$ cat config.mk
export PLATFORM = sky130hd
export DESIGN_NAME = single_port_ram_flat
export DESIGN_NICKNAME = d
export VERILOG_FILES = /design/src/rtl/single_port_ram_pkg.sv /design/src/rtl/single_port_ram_if.sv /design/src/rtl/single_port_ram.sv /design/src/flat_wrapper.sv
export SDC_FILE = /design/constraint.sdc
export NUM_CORES = 1
export LEC_CHECK = 0
export ABC_AREA = 1
export CORE_MARGIN = 8
export CORE_UTILIZATION = 40
export CTS_BUF_LIST = sky130_fd_sc_hd__clkbuf_8
export CTS_CLUSTER_SIZE = 40
export DETAILED_ROUTE_END_ITERATION = 16
export HOLD_SLACK_MARGIN = 0.06
export PLACE_DENSITY_LB_ADDON = 0.08
export SLEW_MARGIN = 5
export SYNTH_ARGS = -nofsm -noshare
export SYNTH_HDL_FRONTEND = slang
export SYNTH_SLANG_ARGS = --single-unit
$ cat constraint.sdc
create_clock -name clk -period 1.3 [get_ports clk]
set_input_delay 0.13 -clock clk [delete_from_list [all_inputs] [get_ports clk]]
set_output_delay 0.13 -clock clk [all_outputs]
set_load 0.005 [all_outputs]
$ cat src/rtl/single_port_ram_pkg.sv
// Shared defaults and the access classification used by the single-port RAM.
package single_port_ram_pkg;

  localparam int DEF_ADDR_WIDTH = 5;
  localparam int DEF_DATA_WIDTH = 32;
  localparam int DEF_MEM_DEPTH  = 32;

  typedef enum logic [1:0] {
    ACC_IDLE,
    ACC_WRITE,
    ACC_READ,
    ACC_RANGE_ERR
  } access_e;

endpackage

$ cat src/rtl/single_port_ram_if.sv
// Request/response bundle for the single-port RAM; master drives requests, slave answers.
interface single_port_ram_if
  import single_port_ram_pkg::*;
#(
  parameter int ADDR_WIDTH = DEF_ADDR_WIDTH,
  parameter int DATA_WIDTH = DEF_DATA_WIDTH
);

  logic                  en;
  logic                  wr_rd;
  logic [ADDR_WIDTH-1:0] addr;
  logic [DATA_WIDTH-1:0] din;
  logic                  valid;
  logic [DATA_WIDTH-1:0] dout;
  logic                  ready;
  logic                  error;

  modport master (
    output en, wr_rd, addr, din, valid,
    input  dout, ready, error
  );

  modport slave (
    input  en, wr_rd, addr, din, valid,
    output dout, ready, error
  );

endinterface

$ cat src/rtl/single_port_ram.sv
// Single-port synchronous RAM with registered read data, ready pulse and out-of-range error flag.
// The storage array is deliberately left out of reset so contents survive a reset pulse.
module single_port_ram
  import single_port_ram_pkg::*;
#(
  parameter int ADDR_WIDTH = DEF_ADDR_WIDTH,
  parameter int DATA_WIDTH = DEF_DATA_WIDTH,
  parameter int MEM_DEPTH  = DEF_MEM_DEPTH
) (
  input  logic                  clk,
  input  logic                  rstn,
  single_port_ram_if.slave      bus
);

  localparam int IDX_W = (MEM_DEPTH > 1) ? $clog2(MEM_DEPTH) : 1;
  localparam logic [ADDR_WIDTH:0] LP_DEPTH = (ADDR_WIDTH+1)'(MEM_DEPTH);

  logic [DATA_WIDTH-1:0] r_mem [MEM_DEPTH];
  logic [DATA_WIDTH-1:0] r_dout;
  logic                  r_ready;
  logic                  r_error;

  logic                  w_in_range;
  logic [IDX_W-1:0]      w_idx;
  access_e               w_acc;

  assign w_in_range = ({1'b0, bus.addr} < LP_DEPTH);
  assign w_idx      = bus.addr[IDX_W-1:0];

  always_comb begin
    w_acc = ACC_IDLE;
    if (bus.en && bus.valid) begin
      if (!w_in_range)     w_acc = ACC_RANGE_ERR;
      else if (bus.wr_rd)  w_acc = ACC_WRITE;
      else                 w_acc = ACC_READ;
    end
  end

  // No reset on the array; writes are suppressed while reset is held.
  always_ff @(posedge clk) begin
    if (rstn && (w_acc == ACC_WRITE)) begin
      r_mem[w_idx] <= bus.din;
    end
  end

  always_ff @(posedge clk or negedge rstn) begin
    if (!rstn) begin
      r_dout  <= '0;
      r_ready <= 1'b0;
      r_error <= 1'b0;
    end else begin
      r_ready <= (w_acc != ACC_IDLE);
      r_error <= (w_acc == ACC_RANGE_ERR);
      case (w_acc)
        ACC_READ:      r_dout <= r_mem[w_idx];
        ACC_RANGE_ERR: if (!bus.wr_rd) r_dout <= '0;
        default:       r_dout <= r_dout;
      endcase
    end
  end

  assign bus.dout  = r_dout;
  assign bus.ready = r_ready;
  assign bus.error = r_error;

endmodule

$ cat src/flat_wrapper.sv
// flat-port wrapper written by rule: the top's interface ports become plain ports
module single_port_ram_flat import single_port_ram_pkg::*;
#(
  parameter int ADDR_WIDTH = DEF_ADDR_WIDTH,
  parameter int DATA_WIDTH = DEF_DATA_WIDTH,
  parameter int MEM_DEPTH  = DEF_MEM_DEPTH
)
  (clk, rstn, bus_en, bus_wr_rd, bus_addr, bus_din, bus_valid, bus_dout, bus_ready, bus_error);
  single_port_ram_if #(.ADDR_WIDTH(ADDR_WIDTH), .DATA_WIDTH(DATA_WIDTH)) bus_i ();
  input  logic clk;
  input  logic rstn;
  input wire logic [$bits(bus_i.en)-1:0] bus_en;
  input wire logic [$bits(bus_i.wr_rd)-1:0] bus_wr_rd;
  input wire logic [$bits(bus_i.addr)-1:0] bus_addr;
  input wire logic [$bits(bus_i.din)-1:0] bus_din;
  input wire logic [$bits(bus_i.valid)-1:0] bus_valid;
  output wire logic [$bits(bus_i.dout)-1:0] bus_dout;
  output wire logic [$bits(bus_i.ready)-1:0] bus_ready;
  output wire logic [$bits(bus_i.error)-1:0] bus_error;
  assign bus_i.en = bus_en;
  assign bus_i.wr_rd = bus_wr_rd;
  assign bus_i.addr = bus_addr;
  assign bus_i.din = bus_din;
  assign bus_i.valid = bus_valid;
  assign bus_dout = bus_i.dout;
  assign bus_ready = bus_i.ready;
  assign bus_error = bus_i.error;
  single_port_ram #(.ADDR_WIDTH(ADDR_WIDTH), .DATA_WIDTH(DATA_WIDTH), .MEM_DEPTH(MEM_DEPTH)) u_core (.clk(clk), .rstn(rstn), .bus(bus_i));
endmodule
Yosys cells after proc, flatten, opt, wreduce, memory -nomap -nowiden
Memory sizes are Yosys's and may differ from the RTL's.
Cells that the tools add are included.
{"block": "op_classes", "mux": 6, "reduce_logical": 5, "eq_ne": 4}
{"cell": "32-bit case mux with 2 select lines", "count": 1}
{"cell": "32-bit two-way mux", "count": 1}
{"cell": "2-bit equality test, second input constant", "count": 2}
{"cell": "2-bit two-way mux", "count": 2}
{"cell": "2-bit nonzero test", "count": 2}
{"cell": "2-bit by 1-bit equality test with 1-bit output, second input constant", "count": 1}
{"cell": "1-bit logical AND", "count": 2}
{"cell": "1-bit two-way mux", "count": 2}
{"cell": "2-bit != test, second input constant", "count": 1}
{"cell": "2-bit AND reduction", "count": 1}
{"block": "word_totals", "inputBits": 42, "n_memories": 1, "elab_cells": 19, "register_bits": 34, "mem_bits_rw": 1024, "output_inout_bits": 34}
{"memory": "u_core.r_mem", "depth": 32, "word_bits": 32, "rd": 1, "rd_clocked_by_memory_dff": 0, "write_ports": 1, "line_no": "single_port_ram.sv:18", "rtl": "logic [DATA_WIDTH-1:0] r_mem [MEM_DEPTH];"}

Depth between registers and ports, before layout
Gate-level depths: netlist of the first run.
{"block": "depth", "word_depth": 6, "depth_mapped": 14, "ltp_nobuf": 11}

Worst setup path before layout of the first run
Ideal clock, no wire load.
{"block": "synth_timing", "path_kind": "input to register", "from": "input port bus_addr[1]", "to": "memory u_core.r_mem[22][0] (netlist bit), enable pin", "slack_ns": -1.565, "path_buffers": 2, "required_time_ns": 0.879, "setup_ns": 0.421, "arrival_time_ns": 2.444, "stages": 6, "cell_sequence": "buf_2 > inv_1 > nor2_2 > clkbuf_1 > nand2_1 > nor2_1"}
{"item": "start: declaration", "line_no": "flat_wrapper.sv:14", "rtl": "input wire logic [$bits(bus_i.addr)-1:0] bus_addr;"}
{"item": "end: declaration", "line_no": "single_port_ram.sv:18"}
Straight into the memory's write port.

Worst setup path in the final report of the first run
{"block": "layout_timing", "from": "register u_core.r_dout[20], in the netlist u_core.bus.dout[20]", "to": "output port bus_dout[20]"}
{"item": "start: declaration", "line_no": "single_port_ram.sv:19", "rtl": "logic [DATA_WIDTH-1:0] r_dout;"}
{"item": "start signal: assignment", "line_no": "single_port_ram.sv:55", "rtl": "ACC_READ: r_dout <= r_mem[w_idx];"}
{"item": "start signal: assignment", "line_no": "single_port_ram.sv:57", "rtl": "default: r_dout <= r_dout;"}
{"item": "end: declaration", "line_no": "flat_wrapper.sv:17", "rtl": "output wire logic [$bits(bus_i.dout)-1:0] bus_dout;"}
No word-level cell between the ends.

==> results.cfg, run 1 <==
[route]
drt_pass1_iterations = 5
drc = 0
via_per_inst = 4.93
ant_nets = 0
routed_wl_mm = 139
initialDrtViolationCount = 2273
wl_per_cell_um = 22.9
vias = 29892

[floorplan]
coreArea_mm2 = 0.109
initial_utilization_pct = 40.2
rows = 121
die-area_mm2 = 0.120
die_x_um = 346
io_pins = 76
die_height_um = 346

[yosys]
synthFlopType = edfxtp_1
synth_cell_types = 22
ys_ff_latch = 1058
syn_nets = 4136
async_flop_share_pct = 3.21
yosys_warnings = 0
netlist_area_mm2 = 0.0436
synthCells = 4094
synth_seq_area_share_pct = 72.5
syn_area_per_cell_um2 = 10.6
synth_edf_count = 1024

[power]
leakagePower_nw = 22.1
powerDensity_mw_per_mm2 = 1320
vdd_drop_max_v = 0.000755

[place]
portBuffers = 75
gp_congestion = 0.831
dp_hpwl_mm = 84.2

[global_routing]
grt_max_degree = 50
use_met2_pct = 37.2
grt_pass1_vias = 29276
antenna_found_initial = 5
grt_util_met3_pct = 4.16
gr-usage-met1_pct = 31.5
grt_busiest_layer = met2
grt-ovfl-total = 0
grt_first_pass_wirelength_mm = 202
grtUsageTotal_pct = 22.8

[worst_setup_path]
slowest_delay_ns = 0.52
cp.required_ns = 1.17
reg2reg_from = u_core.r_mem[0][16]
critical_path_class = flip-flop to output port
path_delay_family = flip-flops
critical_path_buf_inv_count = 1
crit_arrival_ns = 1.54
cp_max_fo = 2
crit_chain = buf_6
r2r_slack_ns = 0.01
worstSetupEndpointType = output port
r2r_end = u_core.bus.dout[16]
reg2regPathDepth = 10
start_kind = flip-flop
cpMaxStageDelayCell = dfrtp_2

[worst_hold_path]
hold_path_depth = 10
hp-start = bus_addr[1]
hp-class = input port to flip-flop
worstHoldEndpoint = u_core.bus.dout[28]

[cts]
h-tree-depth = 4
cts_tree = yes
clock_path_buffers = 3
root_buffer = clkbuf_8
cts.sinks = 1058
cts_made_buffers = 181
clk_pin_slew_ns = 0.06
clk_latency_ns = 0.84

[sta]
final_max_slew_viol_count = 0
clock.fmax_mhz = 598
finalWorstSetupSlack_ns = -0.372
final_hold_viol_count = 0
rsz0062_at_grt = yes
setup_violations = 36
hold_slack_ns = 0.194
tightest_slew_ns = 0.746
fin_crit_sh_pct = 129
slew_headroom_pct = 50.2
skew_ns = 0.0420
finalCriticalPeriod_ns = 1.67

[cells_and_area]
multi_input_area_mm2 = 0.0115
seq_area_mm2 = 0.0316
finish.utilization_pct = 49.5
area_growth_pct = 23.3
drive_above_1_share_pct = 17.2
layout.nets = 4552
fillers = 9973

[status]
failed_checks = negative setup slack
status = finished with violations

[flow_run]
drv_cap = 0
[timing repair]
| item | CTS | global route |
|---|---|---|
| pin swaps | 11 | 64 |
| gates cloned | 7 | 0 |
| hold endpoints to repair | 894 | 0 |
| setup buffers | 19 | 2 |
| endpoints found under the setup margin | 158 | 66 |
| hold buffers | 36 | 0 |
| resized for setup | 218 | 116 |
[worst register-to-register path, stage by stage (launching register included)]
cell      delay (ns)
edfxtp_1        0.37
nand2_1         0.08
nand2_1         0.09
nand2_1         0.07
nand2_1         0.07
nand2_2         0.09
nand2_2         0.08
nor2_4          0.16
nand3_2         0.09
nand2_1         0.07
inv_1           0.04
[placed cells by master, fill, tap and decap left out, drive strengths merged]
master,n
o21ai,1
nor3,8
nor2,106
edfxtp,1024
dfrtp,34
bufinv,1
clkinv,56
conb,1
clkdlybuf4s50,35
clkbuf,185
or2,31
clkdlybuf4s15,2
bufbuf,4
a21oi,4
inv,146
diode,2
nand3,96
clkinvlp,9
dlygate4sd3,36
dlygate4sd2,1
nand2,2521
buf,346
[area by class of cell]
type / count / share of cell area [%]
sequential: 1058 / 58.9
tap: 1414 / 3.29
clock inverter: 136 / 1.17
multi-input combinational: 2768 / 21.4
antenna: 2 / 0.00932
clock buffer: 184 / 4.71
inverter: 76 / 0.594
timing repair buffer: 425 / 9.94
[state kept, by name (all words and copies together), names as in the netlist]
name	cells
u_core.r_mem	1024
u_core.bus.dout	32
u_core.bus.error	1
u_core.bus.ready	1
[synthesized netlist by cell type, types with 2 or more instances]
cell	instances	area, um2
buf_6	6	67.6
nor2_1	105	394
buf_4	2	15.0
inv_4	2	12.5
inv_1	72	270
edfxtp_1	1024	30700
nand2_1	2521	9460
dfrtp_1	34	851
buf_2	111	556
a21oi_1	3	15.0
or2_2	31	194
nand3_1	78	390
nor3_4	7	114
buf_1	5	18.8
clkbuf_1	68	255
nand3_2	18	180
inv_2	2	7.51
[power by group]
group	switching (mW)	total, mW	internal, mW
Combinational	3.54	5.68	2.15
Clock	13.6	27.0	13.3
Sequential	0.509	38.2	37.7
Total	17.7	70.8	53.2
[how the worst max path moves through the flow]
stage                                    from             endpoint  slack, ns  cells after the start
after global placement            bus_addr[3]  u_core.r_mem[6][20]      -0.96                      7
after detailed placement          bus_addr[3]  u_core.r_mem[6][20]      -0.96                      7
final                     u_core.bus.dout[20]         bus_dout[20]      -0.37                      1
after global routing      u_core.bus.dout[14]         bus_dout[14]      -0.44                      1
after floorplan                   bus_addr[3]  u_core.r_mem[28][0]      -0.42                      5
after CTS                 u_core.bus.dout[26]         bus_dout[26]      -0.45                      1
[per-layer routing]
layer / routed length (um) / vias up
met5: 0 / -
met4: 3230 / 0
met3: 9110 / 215
met2: 65500 / 863
met1: 61200 / 14627
li1: - / 14187
[metrics by stage]
stage                     worst slack (ns)  TNS [ns]  power (mW)  instance area, um2  cells
after floorplan                     -0.421   -385.55        40.9               44000   4094
after global placement              -0.962   -850.07        44.3               49400   5678
after detailed placement            -0.964   -856.07        44.3               49400   5678
after CTS                           -0.449    -12.48        71.4               53400   6060
after global routing                -0.437    -12.03        73.5               53700   6063
final                               -0.372     -9.41        70.8               53700   6063
[kinds of logic after synthesis]
group                  share of synthesized area, %
AOI/OAI and AO/OA                            0.0660
buffers and inverters                          2.76
DFF                                            72.5
other                                       0.00860
and+or+nand+nor                                24.7
Note: power is estimated with default switching activity, not from simulation.
==> run 2, diff against run 1 <==
--- a/config.mk
+++ b/config.mk
@@ -7,7 +7,7 @@
 export LEC_CHECK = 0
 export ABC_AREA = 1
 export CORE_MARGIN = 8
-export CORE_UTILIZATION = 40
+export CORE_UTILIZATION = 50
 export CTS_BUF_LIST = sky130_fd_sc_hd__clkbuf_8
 export CTS_CLUSTER_SIZE = 40
 export DETAILED_ROUTE_END_ITERATION = 16
==> run 2 against run 1 <==
- the run still ends with negative setup slack left
- global-route usage increased by 2.8 points
- register-to-register slack about the same
- hold slack got worse by 0.051 ns
- clock-buffer cell count decreased by 4
- largest power group unchanged
- highest routed layer unchanged
- clock power decreased by 3%
- setup slack improved by 0.024 ns
- wire length decreased by 9.5%
- sequential power about the same
- critical endpoint is now bus_dout[18]
- clock skew decreased by 0.010 ns
- sequential share of layout area increased by 0.18 points
- critical path type unchanged
==> results.cfg, run 2 (synthesis results as in run 1) <==
[status]
status = finished with violations
failed_checks = negative setup slack

[worst_setup_path]
slowest_delay_ns = 0.51
worstSetupEndpointType = output port
crit_chain = buf_6
critical_path_class = flip-flop to output port
critical_path_buf_inv_count = 1
start_kind = flip-flop
cp.required_ns = 1.17
cp_max_fo = 2
cpMaxStageDelayCell = dfrtp_2
path_delay_family = flip-flops
crit_arrival_ns = 1.52

[global_routing]
grt_max_degree = 47
grt_util_met3_pct = 5.02
grtUsageTotal_pct = 25.6
use_met2_pct = 42.1
grt_first_pass_wirelength_mm = 186
grt_pass1_vias = 29398
grt_busiest_layer = met2
antenna_found_initial = 1
gr-usage-met1_pct = 34.2
grt-ovfl-total = 0

[power]
vdd_drop_max_v = 0.000899
power_mw = 69.9
clkPwrFrac_pct = 37.3
powerDensity_mw_per_mm2 = 1310
sw_frac_of_total_pct = 24.3
internal-power_mw = 52.9
seqPwrFrac_pct = 54.5
pwr-share-comb_pct = 8.2
leakagePower_nw = 22.2
power.switching_mw = 17.0

[cells_and_area]
final_common_cell = nand2_1
largest_register = u_core.r_mem
layout.nets = 4568
final_cell_mix = 2,425 x nand2_1, 1,024 x edfxtp_1, 191 x buf_4
final_area_mm2 = 0.0536
finish.utilization_pct = 61.8
fin_cells = 5815
drive_above_1_share_pct = 18.4
area_growth_pct = 22.9
largest_reg_flops = 1024

[sta]
tightest_slew_ns = 0.623
clock.fmax_mhz = 607
rsz0062_at_grt = yes
hold_slack_ns = 0.143
finalWorstSetupSlack_ns = -0.348
final_max_slew_viol_count = 0
finalCriticalPeriod_ns = 1.65
slew_headroom_pct = 58.4
final_hold_viol_count = 0
setup_violations = 34
skew_ns = 0.0318
tns_ns = -8.51
fin_crit_sh_pct = 127

[route]
drc = 0
wl_per_cell_um = 21.6
drt_pass1_iterations = 5
vias = 29943
routed_wl_mm = 126
via_per_inst = 5.15
initialDrtViolationCount = 2820
ant_nets = 0

[place]
portBuffers = 75
gp_congestion = 0.890
dp_cells = 5467
place_ws_ns = -1.07
postPlaceCellArea_mm2 = 0.0495
dp_hpwl_mm = 80.8

[floorplan]
coreArea_mm2 = 0.0866
die-area_mm2 = 0.0969
initial_utilization_pct = 50.3
die_height_um = 311
io_pins = 76
rows = 108
die_x_um = 311

[cts]
clock_path_buffers = 3
root_buffer = clkbuf_8
h-tree-depth = 4
clk_pin_slew_ns = 0.06
cts_tree = yes
cts.sinks = 1058
cts_made_buffers = 172
clk_latency_ns = 0.84

[worst_hold_path]
hp-class = input port to flip-flop

[flow_run]
drv_cap = 0
-- run 2: cell types whose count changed in the layout (fill, tap and decap cells not counted), moves of 9 or more --
cell     before   now
buf_12      135   144
inv_1       131   122
nand2_2      67    87
buf_6        34    25
nand2_1    2448  2425
buf_4       162   191
-- run 2: power groups by stage --
stage | clock network, mW | registers, mW | logic (mW)
global placement | 0 | 38.8 | 5.52
CTS | 26.6 | 38.1 | 5.60
finish | 26.1 | 38.1 | 5.70
detailed placement | 0 | 38.7 | 5.54
floorplan | 0 | 38.5 | 2.37
global route | 27.9 | 38.1 | 6.21
-- run 2: worst paths after layout --
check	startpoint	to	slack, ns	depth (start not counted)
setup / recovery	u_core.bus.dout[18]	bus_dout[18]	-0.35	1
max in group asynchronous	rstn	u_core.bus.dout[11]	0.31	4
setup reg to reg	u_core.r_mem[2][4]	u_core.bus.dout[4]	0.02	10
hold / removal	bus_din[0]	u_core.r_mem[0][0]	0.14	2
min in group asynchronous	rstn	u_core.bus.error	0.50	4
hold reg to reg	u_core.bus.dout[4]	u_core.bus.dout[4]	0.57	3
-- run 2: per-layer routing --
layer | up-vias | routed length [um]
met2 | 1074 | 60100
met4 | 0 | 4090
li1 | 14226 | -
met3 | 236 | 8740
met1 | 14407 | 52900
met5 | - | 0
-- run 2: repair_timing --
item | in CTS | in global routing
endpoints found under the setup margin | 480 | 189
pin swaps | 9 | 80
gates resized for setup | 205 | 145
hold endpoints to repair | 569 | 34
hold buffers | 30 | 1
cloned | 1 | 3
buffers inserted | 3 | 7
-- run 2: cell type report --
class                      instances  area [um2]
antenna                            1        2.50
clock buffer                     180        2480
clock inverter                   127         587
fill                            6980       33100
inverter                          76         322
multi-input combinational       2768       11600
sequential                      1058       31600
tap                             1155        1450
timing repair buffer             450        5490
==> run 3, diff against run 2 <==
--- a/config.mk
+++ b/config.mk
@@ -6,11 +6,13 @@
 export NUM_CORES = 1
 export LEC_CHECK = 0
 export ABC_AREA = 1
+export CORE_ASPECT_RATIO = 0.5
 export CORE_MARGIN = 8
 export CORE_UTILIZATION = 50
 export CTS_BUF_LIST = sky130_fd_sc_hd__clkbuf_8
 export CTS_CLUSTER_SIZE = 40
 export DETAILED_ROUTE_END_ITERATION = 16
+export GPL_ROUTABILITY_DRIVEN = 0
 export HOLD_SLACK_MARGIN = 0.06
 export PLACE_DENSITY_LB_ADDON = 0.08
 export SLEW_MARGIN = 5
==> run 3 against run 2 <==
- the run still ends with negative setup slack left
- sequential cell count did not move
- die area rose by 0.59%
- first-iteration DRC count grew 32%
- register-to-register slack worse by 0.11 ns
- clock skew rose by 0.0046 ns
- non-clock buffer count is 12 higher
- core utilization rose by 0.55 points
- combinational power rose by 8.9%
- critical endpoint is now bus_dout[12]
- largest cell class unchanged
- largest power group unchanged
==> results.cfg, run 3 (synthesis results as in run 1) <==
[status]
status = finished with violations
failed_checks = negative setup slack

[cts]
h-tree-depth = 4
cts_tree = yes
root_buffer = clkbuf_8
clk_pin_slew_ns = 0.06
cts_made_buffers = 150
cts.sinks = 1058
clock_path_buffers = 3
clk_latency_ns = 0.85

[worst_setup_path]
crit_start = u_core.bus.dout[12]
r2r_slack_ns = -0.09
critical_path_class = flip-flop to output port
cp.required_ns = 1.17
r2r_end = u_core.bus.dout[21]
worstSetupEndpointType = output port
cpMaxStageDelayCell = dfrtp_1
crit_arrival_ns = 1.51
crit_chain = buf_12 > buf_6
start_kind = flip-flop
cp_max_fo = 2
reg2reg_from = u_core.r_mem[24][21]
slowest_delay_ns = 0.40
reg2regPathDepth = 10
cp-endpoint = bus_dout[12]

[sta]
skew_ns = 0.0364
tns_ns = -8.59
fin_crit_sh_pct = 126
clock.fmax_mhz = 609
final_max_slew_viol_count = 0
finalWorstSetupSlack_ns = -0.343
finalCriticalPeriod_ns = 1.64
final_hold_viol_count = 0
setup_violations = 40
hold_slack_ns = 0.128
slew_headroom_pct = 53.5
rsz0062_at_grt = yes
tightest_slew_ns = 0.698

[cells_and_area]
largest_reg_flops = 1024
largest_register = u_core.r_mem
drive_above_1_share_pct = 20.9
layout.nets = 4558
seq_area_mm2 = 0.0316
area_growth_pct = 23.4
final_cell_mix = 2,333 x nand2_1, 1,024 x edfxtp_1, 208 x buf_4
multi_input_area_mm2 = 0.0121
fillers = 6859
final_area_mm2 = 0.0538
final_common_cell = nand2_1
fin_cells = 5800

[power]
powerDensity_mw_per_mm2 = 1280
leakagePower_nw = 22.2
vdd_drop_max_v = 0.000873
power_mw = 68.7

[route]
drc = 0
routed_wl_mm = 133
ant_nets = 0
drt_pass1_iterations = 5
via_per_inst = 5.28
initialDrtViolationCount = 3715
wl_per_cell_um = 22.9
vias = 30648

[global_routing]
antenna_found_initial = 9
grt_first_pass_wirelength_mm = 192
grt_max_degree = 40
grtUsageTotal_pct = 26.9
grt-ovfl-total = 0
grt_pass1_vias = 29072

[floorplan]
rows = 76
coreArea_mm2 = 0.0862
die_x_um = 434
die_height_um = 225
die-area_mm2 = 0.0975
initial_utilization_pct = 50.5
io_pins = 76

[place]
dp_hpwl_mm = 85.8
postPlaceCellArea_mm2 = 0.0496
portBuffers = 75
dp_cells = 5496

[flow_run]
drv_cap = 0

[worst_hold_path]
hp-class = input port to flip-flop
[run 3: cell count changes in the layout (fill, tap and decap cells not counted), sizes merged, moves of 4 or more]
cell | previous run | this run
clkbuf | 184 | 165
clkinv | 57 | 40
buf | 378 | 392
inv | 138 | 127
dlygate4sd3 | 30 | 24
clkinvlp | 7 | 11
diode | 1 | 5
[run 3: how the worst min path moves through the flow]
stage,start,endpoint,cells past startpoint
6_report,bus_din[28],u_core.r_mem[16][28],2
5_1_grt,bus_din[27],u_core.r_mem[22][27],2
4_1_cts,bus_din[4],u_core.r_mem[5][4],2
3_5_place_dp,rstn,u_core.bus.error,2
3_3_place_gp,rstn,u_core.bus.error,2
2_1_floorplan,rstn,u_core.bus.dout[0],0
[run 3: where the power goes]
part           switching (mW)  internal [mW]  leakage, nW  total [mW]
logic                    3.90           2.31         11.0        6.21
registers               0.347           37.6         9.58        38.0
clock network            13.0           11.5         1.55        24.4
[run 3: final cells by class]
| type | count | area share, % |
|---|---|---|
| multi-input combinational | 2768 | 22.5 |
| inverter | 76 | 0.614 |
| timing repair buffer | 462 | 10.4 |
| sequential | 1058 | 58.8 |
| clock inverter | 103 | 0.942 |
| antenna | 5 | 0.0233 |
| clock buffer | 158 | 4.04 |
| tap | 1170 | 2.72 |
[run 3: worst max-delay path: cells and delay by family, from the launching register on]
kind                   cells  cell delay, ns
buffers and inverters      2            0.28
flip-flops                 1            0.40
[run 3: timing repair]
item,CTS,global route
resized for setup,284,219
hold endpoints to repair,218,0
endpoints found under the setup margin,189,1092
cloned,0,6
setup buffers,2,7
hold buffers,25,0
pin swaps,48,123
[run 3: stage by stage]
step / utilization, % / setup WS (ns)
3_5_place_dp: 57.5 / -1.16
3_3_place_gp: 57.5 / -1.13
6_report: 62.4 / -0.343
4_1_cts: 61.3 / -0.431
5_1_grt: 62.4 / -0.389
2_1_floorplan: - / -0.421
[run 3: per-layer routing]
layer  routed length [um]  track usage, %  vias up
li1                     -               -    14177
met5                   92               0        -
met1                58600            40.0    14765
met3                14900            7.53      207
met2                55800            38.6     1497
met4                 3490            7.97        2
